### config.mk
export PLATFORM = sky130hd
export DESIGN_NAME = cordic_iter
export DESIGN_NICKNAME = d
export VERILOG_FILES = /design/src/rtl/cordic_pkg.sv /design/src/rtl/cordic_stage.sv /design/src/rtl/cordic_iter.sv
export SDC_FILE = /design/constraint.sdc
export NUM_CORES = 1
export LEC_CHECK = 0
export CAP_MARGIN = 20
export CORE_MARGIN = 4
export CORE_UTILIZATION = 63
export DETAILED_ROUTE_END_ITERATION = 8
export MAX_ROUTING_LAYER = met4
export PLACE_DENSITY = 0.94
export SYNTH_ARGS = -nofsm -noshare
export SYNTH_HDL_FRONTEND = slang
export SYNTH_HIERARCHICAL = 1
export SYNTH_SLANG_ARGS = --single-unit
### constraint.sdc
create_clock -name clk -period 15.15 [get_ports clk]
set_input_delay 3.03 -clock clk [delete_from_list [all_inputs] [get_ports clk]]
set_output_delay 3.03 -clock clk [all_outputs]
set_load 0.005 [all_outputs]
### src/rtl/cordic_pkg.sv
// Shared state encoding, mode encoding and constant tables for the iterative CORDIC engine.
package cordic_pkg;

    typedef logic [1:0] state_t;
    localparam state_t IDLE = 2'd0;
    localparam state_t RUN  = 2'd1;
    localparam state_t COMP = 2'd2;
    localparam state_t DONE = 2'd3;

    localparam logic MODE_ROT = 1'b0;
    localparam logic MODE_VEC = 1'b1;

    // round(atan(2^-i) * 2^frac), valid for frac 0..32. Entries are held at 2^32 scale;
    // from i = 11 on, atan(2^-i) sits within half an LSB of 2^-i even at 2^32 scale.
    function automatic logic [63:0] alpha(input int i, input int frac);
        logic [63:0] t;
        if (i >= 11) begin
            return (i <= frac) ? (64'd1 << (frac - i)) : 64'd0;
        end
        case (i)
            0:       t = 64'd3373259426;
            1:       t = 64'd1991351318;
            2:       t = 64'd1052175346;
            3:       t = 64'd534100635;
            4:       t = 64'd268086748;
            5:       t = 64'd134174063;
            6:       t = 64'd67103403;
            7:       t = 64'd33553749;
            8:       t = 64'd16777131;
            9:       t = 64'd8388597;
            default: t = 64'd4194303;
        endcase
        return ((t << frac) + 64'h8000_0000) >> 32;
    endfunction

    // round(0.6072529350 * 2^frac), valid for frac 0..32.
    function automatic logic [63:0] k_gain(input int frac);
        return ((64'd2608131496 << frac) + 64'h8000_0000) >> 32;
    endfunction

endpackage

### src/rtl/cordic_stage.sv
// One combinational CORDIC micro-rotation; d selects the rotation direction.
module cordic_stage #(
    parameter int WL = 21,
    parameter int SW = 5
) (
    input  logic signed [WL-1:0] x_i,
    input  logic signed [WL-1:0] y_i,
    input  logic signed [WL-1:0] z_i,
    input  logic signed [WL-1:0] alpha_i,
    input  logic        [SW-1:0] shift_i,
    input  logic                 d_i,
    output logic signed [WL-1:0] x_o,
    output logic signed [WL-1:0] y_o,
    output logic signed [WL-1:0] z_o
);

    logic signed [WL-1:0] sx, sy;

    assign sx = x_i >>> shift_i;
    assign sy = y_i >>> shift_i;

    assign x_o = d_i ? (x_i + sy) : (x_i - sy);
    assign y_o = d_i ? (y_i - sx) : (y_i + sx);
    assign z_o = d_i ? (z_i + alpha_i) : (z_i - alpha_i);

endmodule

### src/rtl/cordic_iter.sv
// Iterative CORDIC engine: one micro-rotation per clock through a single shared stage.
// Define CORDIC_GAIN_COMP_EN to add a COMP state that scales x/y by K ~= 1/An.
module cordic_iter
    import cordic_pkg::*;
#(
    parameter int WORD_LENGTH = 21,
    parameter int FRAC_BITS   = 16,
    parameter int ITERATIONS  = 16
) (
    input  logic                          clk,
    input  logic                          rst_n,
    input  logic                          in_valid_i,
    output logic                          in_ready_o,
    input  logic                          mode_i,
    input  logic signed [WORD_LENGTH-1:0] x_i,
    input  logic signed [WORD_LENGTH-1:0] y_i,
    input  logic signed [WORD_LENGTH-1:0] z_i,
    output logic                          out_valid_o,
    input  logic                          out_ready_i,
    output logic signed [WORD_LENGTH-1:0] x_o,
    output logic signed [WORD_LENGTH-1:0] y_o,
    output logic signed [WORD_LENGTH-1:0] z_o,
    output logic                          busy_o
);

    localparam int WL = WORD_LENGTH;
    localparam int CW = $clog2(ITERATIONS + 1);
    localparam logic [CW-1:0] LAST = CW'(ITERATIONS - 1);

    state_t               state_q, state_d;
    logic signed [WL-1:0] x_q, y_q, z_q, x_d, y_d, z_d;
    logic signed [WL-1:0] x_nx, y_nx, z_nx;
    logic        [CW-1:0] cnt_q, cnt_d;
    logic                 mode_q, mode_d;
    logic                 dir;

    logic signed [WL-1:0] alpha_rom [2**CW];
    for (genvar g = 0; g < 2**CW; g++) begin : g_rom
        if (g < ITERATIONS) begin : g_used
            assign alpha_rom[g] = WL'(alpha(g, FRAC_BITS));
        end else begin : g_pad
            assign alpha_rom[g] = '0;
        end
    end

    // Vectoring treats y == 0 as non-negative; rotation treats z == 0 the same way.
    assign dir = (mode_q == MODE_VEC) ? ~y_q[WL-1] : z_q[WL-1];

    cordic_stage #(.WL(WL), .SW(CW)) u_stage (
        .x_i     (x_q),
        .y_i     (y_q),
        .z_i     (z_q),
        .alpha_i (alpha_rom[cnt_q]),
        .shift_i (cnt_q),
        .d_i     (dir),
        .x_o     (x_nx),
        .y_o     (y_nx),
        .z_o     (z_nx)
    );

`ifdef CORDIC_GAIN_COMP_EN
    localparam logic signed [WL-1:0] K_GAIN = WL'(k_gain(FRAC_BITS));
    logic signed [2*WL-1:0] xk, yk;
    logic signed [WL-1:0]   x_comp, y_comp;

    assign xk = (2*WL)'(x_q) * (2*WL)'(K_GAIN);
    assign yk = (2*WL)'(y_q) * (2*WL)'(K_GAIN);
    // Arithmetic shift of the full product floors toward -inf.
    assign x_comp = WL'(xk >>> FRAC_BITS);
    assign y_comp = WL'(yk >>> FRAC_BITS);
`endif

    always_comb begin
        state_d = state_q;
        x_d     = x_q;
        y_d     = y_q;
        z_d     = z_q;
        cnt_d   = cnt_q;
        mode_d  = mode_q;
        case (state_q)
            IDLE: begin
                if (in_valid_i && in_ready_o) begin
                    x_d     = x_i;
                    y_d     = y_i;
                    z_d     = z_i;
                    mode_d  = mode_i;
                    cnt_d   = '0;
                    state_d = RUN;
                end
            end
            RUN: begin
                x_d   = x_nx;
                y_d   = y_nx;
                z_d   = z_nx;
                cnt_d = cnt_q + CW'(1);
                if (cnt_q == LAST) begin
`ifdef CORDIC_GAIN_COMP_EN
                    state_d = COMP;
`else
                    state_d = DONE;
`endif
                end
            end
`ifdef CORDIC_GAIN_COMP_EN
            COMP: begin
                x_d     = x_comp;
                y_d     = y_comp;
                state_d = DONE;
            end
`endif
            DONE: begin
                // A pending input is not looked at here; it waits for the next IDLE cycle.
                if (out_ready_i) state_d = IDLE;
            end
            default: state_d = IDLE;
        endcase
    end

    always_ff @(posedge clk or negedge rst_n) begin
        if (!rst_n) begin
            state_q <= IDLE;
            x_q     <= '0;
            y_q     <= '0;
            z_q     <= '0;
            cnt_q   <= '0;
            mode_q  <= MODE_ROT;
        end else begin
            state_q <= state_d;
            x_q     <= x_d;
            y_q     <= y_d;
            z_q     <= z_d;
            cnt_q   <= cnt_d;
            mode_q  <= mode_d;
        end
    end

    assign in_ready_o  = rst_n && (state_q == IDLE);
    assign out_valid_o = (state_q == DONE);
    assign busy_o      = (state_q != IDLE);
    assign x_o         = x_q;
    assign y_o         = y_q;
    assign z_o         = z_q;

endmodule

Word level (Yosys, flattened, before mapping)
Memory sizes are Yosys's and may differ from the RTL's.
Index checks and enable logic that the tools add are counted.
{ "classes": {"n_addsub": 7, "order_cmp": 1, "n_eq_ne": 6, "shift": 2, "muxes": 18, "n_bitwise": 2, "n_reduce_logical": 8} }
{ "ops": {"columns": ["op", "n"], "rows": [
  ["2-to-1 mux 21 bit", 8],
  ["one-hot mux 21 bit (2 select lines)", 3],
  ["adder 21 bit", 3],
  ["subtractor 21 bit", 3],
  [">>> shifter 21 x 5 -> 21 bit", 2],
  ["one-hot mux 5 bit (2 select lines)", 1],
  ["greater-or-equal comparator 6 bit, second input constant", 1],
  ["2-to-1 mux 2 bit", 3],
  ["NOT 5 -> 6 bit", 1],
  ["one-hot mux 2 bit (3 select lines)", 1],
  ["adder 5 x 1 -> 5 bit, second input constant", 1],
  ["equality test 5 x 4 -> 1 bit, second input constant", 1],
  ["2-to-1 mux 5 bit", 1],
  ["!= test 2 bit, second input constant", 2],
  ["AND reduction 2 bit", 2],
  ["nonzero test 2 bit", 2],
  ["AND reduction 3 bit", 1],
  ["equality test 2 x 1 -> 1 bit, second input constant", 1],
  ["equality test 2 bit, second input constant", 1],
  ["logical AND 1 bit", 2],
  ["zero test 2 bit", 1],
  ["!= test 2 x 1 -> 1 bit, second input constant", 1],
  ["2-to-1 mux 1 bit", 1],
  ["NOT 1 bit", 1]
]} }
{ "word_totals": {"reg_bits": 71, "rom_bits": 672, "out_inout_bits": 66, "elab_cells": 51, "memories": 1} }
{ "mem_list": {"columns": ["memory", "depth", "width", "rd", "rd_ports_with_merged_regs", "write_ports", "line_no", "text"], "rows": [
  ["(name not given)", 32, 21, 1, 0, 0, "cordic_iter.sv:53", ".alpha_i (alpha_rom[cnt_q]),"]
]} }

Logic depth before layout (Yosys ltp)
{ "logic_depth": {"word_depth": 7, "ltp_mapped": 25, "mapped_depth_nobuf": 23} }

Modules after synthesis
Netlist, hierarchy kept.
{ "by_module_without_submodules": {"columns": ["mod", "n_inst", "cells_each", "area_per_inst_um2", "seq_area_each_um2"], "rows": [
  ["cordic_stage", 1, 896, 6794.0, 0.0],
  ["cordic_iter", 1, 378, 3799.9, 1776.7]
]} }

Worst setup path before layout
Ideal clock, no wire load.
{ "synth_path": {"path_type": "input to output", "start": "input rst_n", "end": "output in_ready_o", "arrival_ns": 3.160, "path_slack_ns": 8.960, "path_stages": 2, "path_buffers": 0, "cell_sequence": "inv_1 -> nor2_1"} }
{ "synth_via": {"elab_chain_len": 1} }
{ "synth_rtl": {"columns": ["item", "line_no", "text"], "rows": [
  ["from (decl)", "cordic_iter.sv:11", "input logic rst_n,"],
  ["logical AND 1 bit", "cordic_iter.sv:137", "assign in_ready_o = rst_n && (state_q == IDLE);"],
  ["to (decl)", "cordic_iter.sv:13", "output logic in_ready_o,"]
]} }
No other way between the ends.

Worst setup path in the final report
Ends and elaborated chain as after synthesis.

==> key figures <==
Job
  • Max_cap viols: 0

Global route
  • Number of global-route vias before repair: about 10000
  • First-pass GRT wire length: 52.1 mm
  • Tot GR Track Use: approximately a third
  • Remaining global-route overflow: 0
  • Largest net degree at the start of global routing: 73
  • Initial antenna violation count: 0

Setup path
  • Critical path required time: 12.12 ns
  • R2R cell count: 21
  • R2R Path Start: cnt_q[0]
  • CP endpoint kind: output pin
  • CP Max Fanout: 36
  • Setup crit end: in_ready_o
  • Crit path kind: in -> out
  • Crit path launch: rst_n
  • Reg2Reg Setup Slack: 8.39 ns
  • Startpoint type of the worst setup path: input pin
  • CP arrival: ~4.2 ns
  • Crit Reg-Reg Endpoint: x_o[20]

Synth
  • Ys Warns: 6
  • Mapped Cells: 1274
  • Post-Synth Simple-Gate Area: between 15 and 20%
  • Compound-Gate Fraction of Synth Area: 23.9%
  • Predominant post-synthesis flop cell: dfrtp_1
  • Number of flops mapped to enable cells by yosys: 0
  • Adder-cell area share of the yosys netlist: 9.66%
  • Share of synthesized flip-flops with an asynchronous set or reset: 100%
  • Mapped cell area: roughly 11000 µm²
  • Avg Inst Size Synth: ~8.3 µm²
  • Largest family of logic cells by synthesized area: compound AO/OA/AOI/OAI gates
  • Flops & latches, synth: between 70 and 80
  • Post-synthesis mux area share: 19.9%
  • Number of library cell types mapped by synthesis: a little under 90
  • Sequential share of the synthesized area: between 15 and 20%
  • Synth Area in XOR/XNOR: between 8 and 9%

STA
  • Worst Tran Pin Value: between 1 and 1.5 ns
  • Setup Viol. Count Final: 0
  • Setup ws final: ~8 ns
  • Tcrit/Tclk final: between 40% and 50%
  • RSZ-0062 raised after global routing: false
  • Final Max Slew Viols: 0
  • Worst slew margin: around a third
  • Max Freq: approximately 0.14 GHz
  • Min Tclk post-route: about 7.2 ns
  • Total negative slack: 0 ns
  • Hold Fails Final Rpt: 0
  • Worst Skew: slightly above 0.009 ns

Layout
  • Antenna cells: 0
  • Storage cell area: about 1800 µm²
  • # fillers: between 1000 and 1500
  • Nets: approximately 1500
  • Commonest non-fill, non-tap cell in the layout: clkdlybuf4s50_1
  • Most frequent cells in the layout: clkdlybuf4s50_1, o21ai_0, nor2_1
  • Area Growth Syn to Fin: 15.4%
  • Multi-input logic area: between 8000 and 9000 µm²
  • Ratio of cells with drive above 1 in the final layout: under 10%

Routing
  • DR vias: 10800
  • Drt initial violations: 1371
  • WL/cell: 20.6 µm
  • Pre-antenna DRT Iters: 6
  • Vias/cell: around 6.8
  • DRT Wirelength: approximately 33 mm
  • Number of remaining DRC errors: 0
  • Final antenna-violating net count: 0

CTS
  • Hold_buf cts: 0
  • CTS Buffer Depth: 2
  • TritonCTS clock tree: yes
  • Worst-path clk slew: roughly 0.06 ns
  • H-tree lvl count: 3
  • Clock latency on the worst-skew pair: roughly 0.35 ns
  • Setup Fix Bufs, Post-CTS: 0
  • TritonCTS Buffers: 9
  • Clock root buffer: clkbuf_16
  • CTS resizes: 0
  • Sinks on Clock Net: a little over 70

Floorplan
  • DIE AREA: 19000 µm²
  • Die Ht: about 140 µm
  • Ports: approximately 130
  • Core Rows: 47
  • Chip width: approximately 140 µm
  • Starting Density: between 60% and 70%
  • Core box area: between 15000 and 20000 µm²

Run status
  • Status: finished, final reports clean

Min path
  • Hold Crit Class: reg -> reg

Place
  • GPL Wtd Cong: a little under 1
  • Number of port buffers: 133
  • DP HPWL: ~23 mm
  • Place WS: between 7 and 8 ns
==> critical path, cell delays in order <==
cell and delay [ns]:
buf_4 0.45, inv_1 0.10, nor2_1 0.12, clkdlybuf4s50_1 0.51
==> worst min path at each step <==
| stage | slack (ns) | cells after the start | endpoint | start |
|---|---|---|---|---|
| finish | 0.57 | 2 | z_o[10] | z_o[10] |
| global route | 0.59 | 2 | z_o[19] | z_o[19] |
| CTS | 0.57 | 2 | z_o[8] | z_o[8] |
| detailed placement | 0.54 | 2 | z_o[10] | z_o[10] |
| global placement | 0.54 | 2 | z_o[7] | z_o[7] |
| floorplan | 0.50 | 1 | mode_q | mode_q |
==> Yosys cell counts (5+ instances only) <==
cell type | n | area (µm²)
xnor2_1 | 69 | 604
nand4_1 | 9 | 56.3
buf_2 | 14 | 70.1
nor4_1 | 8 | 50.1
nor2_1 | 108 | 405
nor2b_1 | 18 | 113
a31oi_1 | 17 | 106
a21o_1 | 20 | 150
o21a_1 | 17 | 128
ha_1 | 77 | 963
mux4_2 | 43 | 968
buf_1 | 6 | 22.5
mux2_2 | 9 | 101
a221oi_1 | 6 | 52.6
dfrtp_1 | 71 | 1780
o22ai_1 | 8 | 50.1
and3_1 | 14 | 87.6
xor2_1 | 38 | 333
buf_6 | 5 | 56.3
nand2b_1 | 15 | 93.8
nand2_1 | 69 | 259
nand3_1 | 19 | 95.1
or2_2 | 8 | 50.1
o21ai_1 | 48 | 240
buf_4 | 7 | 52.6
a21oi_1 | 89 | 445
a31o_2 | 6 | 52.6
o21ai_0 | 122 | 611
o211ai_1 | 11 | 82.6
mux2i_1 | 97 | 971
a211oi_1 | 13 | 97.6
mux2_1 | 5 | 56.3
inv_1 | 32 | 120
clkbuf_1 | 40 | 150
nor3_1 | 26 | 130
and2_1 | 10 | 62.6
==> registers in the layout (all words and copies together), names as in the netlist <==
name / flops
mode_q: 1
cnt_q: 5
x_o: 21
state_q: 2
y_o: 21
z_o: 21
==> area by class of cell <==
class	count	share of cell area [%]
multi-input combinational	1098	67.9
timing repair buffer	146	11.8
sequential	71	14.6
clock inverter	3	0.368
clock buffer	12	2.02
inverter	34	1.04
tap	220	2.25
==> cells by family (layout without fill, tap and decap cells) <==
family | after synthesis | count (layout)
compound gates | 415 | 415
simple gates | 330 | 330
mux | 155 | 155
buf+inv | 115 | 195
xor+xnor | 107 | 107
fa+ha+maj | 80 | 80
flops | 71 | 71
other cells | 1 | 11
==> routing by layer <==
metal  global-route usage (%)  routed length [µm]  up-vias
li1                         -                   -     4938
met1                     44.2               13300     5155
met4                     13.1                1080        0
met5                        -                   0        -
met3                     4.67                2640       91
met2                     57.6               15600      607
==> stage by stage <==
step	utilization, %	cell area (µm²)	hold WS, ns	std cells
2_1_floorplan	-	10600	0.504	1284
3_3_place_gp	72.1	11900	0.538	1568
3_5_place_dp	72.1	11900	0.542	1568
4_1_cts	73.8	12200	0.569	1583
5_1_grt	74.0	12200	0.595	1584
6_report	74.0	12200	0.569	1584
Power is left out: the tool's default activity adds up to more than one toggle a clock period on the data nets, which glitch-free logic cannot reach.
